File: src/rtl/load_sequencer.sv
// load_sequencer
// Moves stream words into the ifmap and weight BRAMs for one layer. The
// ifmap is loaded once per layer. The weights are loaded once per batch. The
// block signals each completed load to the scheduler. It then waits for the
// scheduler's batch_complete before the next weight reload, or before it
// closes the layer.
module load_sequencer #(
    parameter int DATA_W = 16,
    parameter int ADDR_W = 12
) (
    input  logic              clk,
    input  logic              rst,
    // control
    input  logic              start,
    input  logic [1:0]        layer_id_in,
    input  logic [ADDR_W-1:0] ifmap_words,
    input  logic [ADDR_W-1:0] weight_words,
    // stream input
    input  logic              s_valid,
    output logic              s_ready,
    input  logic [DATA_W-1:0] s_data,
    // BRAM write port
    output logic              bram_we,
    output logic              bram_sel,
    output logic [ADDR_W-1:0] bram_addr,
    output logic [DATA_W-1:0] bram_wdata,
    // scheduler handshake
    input  logic              batch_complete,
    output logic              ifmap_write_done,
    output logic              weight_write_done,
    output logic              layer_done,
    // status
    output logic [2:0]        batch_idx,
    output logic [1:0]        cur_layer,
    output logic              busy,
    output logic              cfg_err
);

    typedef enum logic [2:0] {
        IDLE,
        LOAD_IFMAP,
        LOAD_WEIGHT,
        SIGNAL,
        WAIT_BATCH,
        LAYER_DONE
    } state_t;

    localparam logic [ADDR_W-1:0] ADDR_ONE = ADDR_W'(1);

    state_t            state;
    state_t            state_next;

    // Word counts are stored as "index of the last word". This keeps the
    // end-of-load compare a plain equality. For an all-ones count, the last
    // write lands on 2^ADDR_W-2, and the counter never wraps.
    logic [ADDR_W-1:0] ifmap_last;
    logic [ADDR_W-1:0] weight_last;
    logic [ADDR_W-1:0] addr_cnt;
    logic [2:0]        max_batch;

    // Per-cycle decisions, produced by the next-state logic.
    logic              accept;
    logic              load_last;
    logic              cfg_accept;
    logic              cfg_reject;
    logic              batch_advance;

    // Last batch index for the captured layer.
    always_comb begin
        case (cur_layer)
            2'd0:    max_batch = 3'd7;
            2'd1:    max_batch = 3'd3;
            default: max_batch = 3'd7;
        endcase
    end

    // State register.
    always_ff @(posedge clk or posedge rst) begin
        // NOTE: Sequential state uses non-blocking assignments. Every
        // register then samples values from before the edge, whatever
        // order the always_ff blocks run in.
        if (rst) begin
            state <= IDLE;
        end else begin
            state <= state_next;
        end
    end

    // Next-state decode and the per-cycle decisions that drive the datapath.
    always_comb begin
        // NOTE: Every output of this block gets a default before the case.
        // Otherwise, a path that leaves a signal unassigned would infer a
        // latch.
        state_next    = state;
        accept        = 1'b0;
        load_last     = 1'b0;
        cfg_accept    = 1'b0;
        cfg_reject    = 1'b0;
        batch_advance = 1'b0;

        case (state)
            IDLE: begin
                if (start) begin
                    if ((ifmap_words != '0) && (weight_words != '0)) begin
                        cfg_accept = 1'b1;
                        state_next = LOAD_IFMAP;
                    end else begin
                        cfg_reject = 1'b1;
                    end
                end
            end

            LOAD_IFMAP: begin
                if (s_valid) begin
                    accept = 1'b1;
                    if (addr_cnt == ifmap_last) begin
                        load_last  = 1'b1;
                        state_next = LOAD_WEIGHT;
                    end
                end
            end

            LOAD_WEIGHT: begin
                if (s_valid) begin
                    accept = 1'b1;
                    if (addr_cnt == weight_last) begin
                        load_last  = 1'b1;
                        state_next = SIGNAL;
                    end
                end
            end

            // A single cycle in which the final write becomes visible. The
            // done pulses are registered out of this state, so they arrive
            // after that write.
            SIGNAL: begin
                state_next = WAIT_BATCH;
            end

            WAIT_BATCH: begin
                if (batch_complete) begin
                    if (batch_idx < max_batch) begin
                        batch_advance = 1'b1;
                        state_next    = LOAD_WEIGHT;
                    end else begin
                        state_next = LAYER_DONE;
                    end
                end
            end

            LAYER_DONE: begin
                state_next = IDLE;
            end

            default: begin
                state_next = IDLE;
            end
        endcase
    end

    // Configuration capture and batch counter.
    always_ff @(posedge clk or posedge rst) begin
        if (rst) begin
            cur_layer   <= '0;
            ifmap_last  <= '0;
            weight_last <= '0;
            batch_idx   <= '0;
        end else begin
            if (cfg_accept) begin
                cur_layer   <= layer_id_in;
                ifmap_last  <= ifmap_words - ADDR_ONE;
                weight_last <= weight_words - ADDR_ONE;
                batch_idx   <= '0;
            end else if (batch_advance) begin
                batch_idx <= batch_idx + 3'd1;
            end else if (state == LAYER_DONE) begin
                batch_idx <= '0;
            end
        end
    end

    // Write address counter. It restarts at 0 after the last word of every
    // load, so the next load (ifmap -> weight, or a weight reload) starts at
    // 0 with no extra clear.
    always_ff @(posedge clk or posedge rst) begin
        if (rst) begin
            addr_cnt <= '0;
        end else if (accept) begin
            addr_cnt <= load_last ? '0 : (addr_cnt + ADDR_ONE);
        end
    end

    // Registered BRAM write port: one cycle of latency from stream acceptance.
    always_ff @(posedge clk or posedge rst) begin
        if (rst) begin
            bram_we    <= 1'b0;
            bram_sel   <= 1'b0;
            bram_addr  <= '0;
            bram_wdata <= '0;
        end else begin
            bram_we <= accept;
            if (accept) begin
                bram_sel   <= (state == LOAD_WEIGHT);
                bram_addr  <= addr_cnt;
                bram_wdata <= s_data;
            end
        end
    end

    // Registered one-cycle pulses for completed loads and rejected starts.
    always_ff @(posedge clk or posedge rst) begin
        if (rst) begin
            ifmap_write_done  <= 1'b0;
            weight_write_done <= 1'b0;
            cfg_err           <= 1'b0;
        end else begin
            ifmap_write_done  <= (state == SIGNAL) && (batch_idx == 3'd0);
            weight_write_done <= (state == SIGNAL);
            cfg_err           <= cfg_reject;
        end
    end

    assign s_ready    = (state == LOAD_IFMAP) || (state == LOAD_WEIGHT);
    assign busy       = (state != IDLE);
    assign layer_done = (state == LAYER_DONE);

endmodule

File: config.mk
export PLATFORM = sky130hd
export DESIGN_NAME = load_sequencer
export DESIGN_NICKNAME = d
export VERILOG_FILES = /design/src/rtl/load_sequencer.sv
export SDC_FILE = /design/constraint.sdc
export NUM_CORES = 1
export LEC_CHECK = 0
export CORE_ASPECT_RATIO = 1.2
export CORE_MARGIN = 3
export CORE_UTILIZATION = 40
export CTS_CLUSTER_DIAMETER = 50
export DETAILED_ROUTE_END_ITERATION = 12
export GPL_ROUTABILITY_DRIVEN = 0
export PLACE_DENSITY = 0.7
export SYNTH_ARGS = -nofsm -noshare
export SYNTH_HDL_FRONTEND = slang
export SYNTH_SLANG_ARGS = --single-unit
File: constraint.sdc
create_clock -name clk -period 4.9 [get_ports clk]
set_input_delay 0.735 -clock clk [delete_from_list [all_inputs] [get_ports clk]]
set_output_delay 0.735 -clock clk [all_outputs]
set_load 0.01 [all_outputs]
After elaboration in Yosys (flattened, before gate mapping):

Index checks and enable logic that the tools add are counted.

* input bits: 47
* output and inout port bits: 41
* memories kept: 0
* bits in registers: 77
* bits in writable memories: 0
* bits in latches: 0
* logic and storage cells: 74
* bits in read-only memories: 0

* order comparisons: 1
* mux-type cells: 30
* reduce and logical (&&, ||, !) cells: 11
* shifts and indexed selects: 0
* multiply operators: 0
* equal/unequal tests: 15
* bitwise operators: 0
* divide/modulo/power cells: 0
* add/sub/neg operators: 4

Operators with widths (number)
* two-way mux 3 bit: 12
* == test 12 bit: 2
* nonzero test 12 bit: 2
* subtractor 12 x 1 -> 12 bit (second input constant): 2
* two-way mux 1 bit: 15
* one-hot mux 3 bit (5 select lines): 1
* inequality test 2 bit (second input constant): 7
* adder 12 x 1 -> 12 bit (second input constant): 1
* two-way mux 12 bit: 1
* AND reduction 7 bit: 1
* == test 3 x 2 -> 1 bit (second input constant): 2
* == test 3 bit (second input constant): 2
* zero test 3 bit: 2
* nonzero test 3 bit: 2
* adder 3 x 1 -> 3 bit (second input constant): 1
* == test 3 x 1 -> 1 bit (second input constant): 1
* < comparator 3 bit: 1
* == test 2 x 1 -> 1 bit (second input constant): 1
* logical AND 1 bit: 2
* one-hot mux 1 bit (2 select lines): 1
* OR reduction 2 bit: 1
* logical OR 1 bit: 1

Longest topological paths before layout:

* depth in word-level cells: 8
* gate-level depth with buffers: 8
* gate-level depth less buffers: 7

Worst setup path before layout:

OpenSTA, ideal clock, no wires.

* path kind: input to register
* from: in weight_words[0]
* to: reg batch_idx[2]
* stages on the path: 6
* slack: 2.634 ns
* path buffers: 0
* arrival time: 2.185 ns
* library setup time: 0.081 ns
* data required time: 4.819 ns
* cell sequence: inv_1 > ha_1 > or4b_1 > o2111a_2 > or3_4 > a31oi_2

* word-level cells in the longest chain between the ends: 6

Ends and longest elaborated chain
* start: declaration: RTL line 17 `input logic [ADDR_W-1:0] weight_words,`
* nonzero test 12 bit *: RTL line 104 `if ((ifmap_words != '0) && (weight_words != '0)) begin`
* logical AND 1 bit *: RTL line 104
* two-way mux 1 bit *: RTL line 104
* two-way mux 1 bit *: RTL line 103 `if (start) begin`
* two-way mux 1 bit *: RTL line 101 `case (state)`
* nonzero test 3 bit (no source line) or two-way mux 3 bit (tied branches)
* end signal: assignment: RTL line 175 `batch_idx <= batch_idx + 3'd1;`
* end: declaration: RTL line 33 `output logic [2:0] batch_idx,`

Every way passes the cells marked *; elsewhere a longest branch is shown, timed or not.
A chain may end at the register's enable or synchronous reset.

Worst setup path after layout:

Ends and elaborated chain as after synthesis.

==> metrics <==
Iter 0 DRT Violations approximately 110; share of cells above drive strength 1 0.0510; TritonRoute pass-1 iters 4; total gr overflow 0; commonest non-fill, non-tap cell in the layout nand2_1; clk slew on worst S/H paths 80 ps; Top FF cell, synth dfrtp_1; Lkg Pwr ~2.2 nW; max cap viols 0; Slew Limit Fails 0; floorplan row count 38; Avg WL per Cell between 10 and 15 microns; final hold vios 0; Yosys reg bits 77; initial antenna violation count 0; Setup-failing EPs final 0; Post-synth EDFFs 0; post-synthesis cell type count 37; H-tree Lvls 3; Worst Path Arrival 3110 ps; Cells after Synth between 400 and 500; Nets 560; most frequent cells in the layout nand2_1 (97), clkdlybuf4s50_1 (87), dfrtp_1 (77), nor2_1 (37), a21oi_1 (31); vias in the first global route roughly 3,000; root buffer cell clkbuf_8; CTS sink cnt between 70 and 80; critical path startpoint category input port; die height 113 microns; PwrDens 462 nW/um^2; Tot GR Track Use 0.166; top post-synthesis cells by area dfrtp_1 (50%), nand2_1 (9.5%), xor2_1 (6.8%); Async S/R FF share, synth 1.00; Fmax 352 MHz; Req. time, crit path 5170 ps; Rel. slew slack 0.304; CTS Buf Count 9; crit path kind input port to flip-flop; status finished clean; net switching component of the power 0.000767 W; CP Max Fanout 50; power share of the clock group 0.249; HPWL Detailed 6340 microns; unrepaired setup endpoints after global routing no; ANT cells 0; fin crit share 0.580; Seq pwr share 0.437; Die Wd 95.5 microns; syn avg cell area 9.03 sq um; Yosys warning count 0; Port Buf Inserts 87; post-synthesis sequential area ratio 0.501; Initial Utilization 0.417; Final ANT Viol Nets 0; Synth-to-Final Area Change 31.1%; minimum clock period 2840 ps; vias per cell 4.96; Final Skew 9.53 ps; Clk Latency, worst-skew pair 340 ps; worst min path class flip-flop to flip-flop; Tot Pwr around 0.0023 W; setup TNS 0 ps; switch share 0.329; largest net degree at the start of global routing 51; Worst VDD drop 150 uV; DRC 0; Resized cells post-CTS 0; pre-CTS setup slack 1690 ps; fin util 0.547; Routed WL 8650 microns; worst-margin pin slew about 1000 ps; global-route wire length before repair 14,200 microns; total number of vias 3,126; core footprint 9220 sq um; hold_buf cts 0; # IOs 88; crit end category flip-flop; Post-Syn Area 3850 sq um; post-CTS repair timing setup buffer count 0; Comb power frac 0.314; post-synth top area cell dfrtp_1; deepest clock path buffer count 2; Internal 0.00156 W; Yosys top cell area share 0.501; die area 10,800 sq um; net count after synthesis 481; setup ws final 2060 ps; CTS tree built; reg2reg setup slack between 2000 and 3000 ps
==> layout make-up <==
cell class                      count  area, sq um
Tap cell                          120          150
Sequential cell                    77         1930
Inverter                           16         60.1
Fill cell                         828         4180
Clock inverter                      6          110
Timing Repair Buffer               90          893
Clock buffer                       10          138
Multi-Input combinational cell    311         1770
==> through the flow <==
step                instances  instance area (sq um)  hold WS (ps)
floorplan                 426                   3850           508
global placement          614                   4800           457
detailed placement        614                   4800           462
CTS                       630                   5040           482
global route              630                   5040           506
finish                    630                   5040           474
==> state kept, by name (all words and copies together) (netlist names) <==
| name | flops |
|---|---|
| batch_idx | 3 |
| bram_sel | 1 |
| weight_last | 12 |
| ifmap_write_done | 1 |
| ifmap_last | 12 |
| weight_write_done | 1 |
| addr_cnt | 12 |
| state | 3 |
| cur_layer | 2 |
| cfg_err | 1 |
| bram_we | 1 |
| bram_wdata | 16 |
| bram_addr | 12 |
==> power groups by stage <==
stage | Sequential (W) | Combinational (W) | Clock (W)
after floorplan | 0.00100 | 0.000428 | 0
after global placement | 0.00102 | 0.000711 | 0
after detailed placement | 0.00103 | 0.000736 | 0
after CTS | 0.00102 | 0.000741 | 0.000597
after global routing | 0.00105 | 0.000829 | 0.000621
final | 0.00102 | 0.000731 | 0.000582
==> synthesized netlist by cell type, types with 4 or more instances <==
cell type and n:
o21ai_0 11, nand2_1 97, nor3_1 12, buf_2 9
inv_1 16, a21oi_1 31, xor2_1 30, ha_1 8
xnor2_1 20, nand4_1 6, dfrtp_1 77, a31oi_1 4
nor4_1 12, nand3_1 4, nor2b_1 5, or3_1 4
clkbuf_1 12, nand2b_1 8, nor2_1 37
==> layer usage <==
layer	vias up	share of wire	track usage
met2	87	0.51	0.283
met3	7	0.057	0.0350
met4	0	0.0075	0.0484
met5	-	0	0
met1	1462	0.42	0.211
li1	1570	-	-
==> final timing paths <==
check,start,endpoint,cells past startpoint
max in group asynchronous,rst,bram_addr[2],3
min reg2reg,bram_wdata[0],bram_wdata[0],2
max,weight_words[0],batch_idx[2],7
max reg2reg,addr_cnt[9],addr_cnt[3],5
min in group asynchronous,rst,weight_write_done,2
min,bram_wdata[0],bram_wdata[0],2
==> worst max-delay path: stages <==
cell	delay, ps
clkdlybuf4s50_1	460
inv_1	100
ha_1	140
or4b_1	450
o2111a_2	560
or3_4	520
a31oi_2	160
==> cells by family (layout without fill, tap and decap cells) <==
logic type	count (synthesis)	in the layout	synth area share
adder cells (fa/ha/maj)	8	8	0.0260
buffers and inverters	38	122	0.0400
multiplexers	4	4	0.0114
flip-flops	77	77	0.501
AO/OA/AOI/OAI	57	57	0.0843
XOR/XNOR	50	50	0.114
AND/OR/NAND/NOR	192	192	0.223
Note: power is estimated with default switching activity, not from simulation.
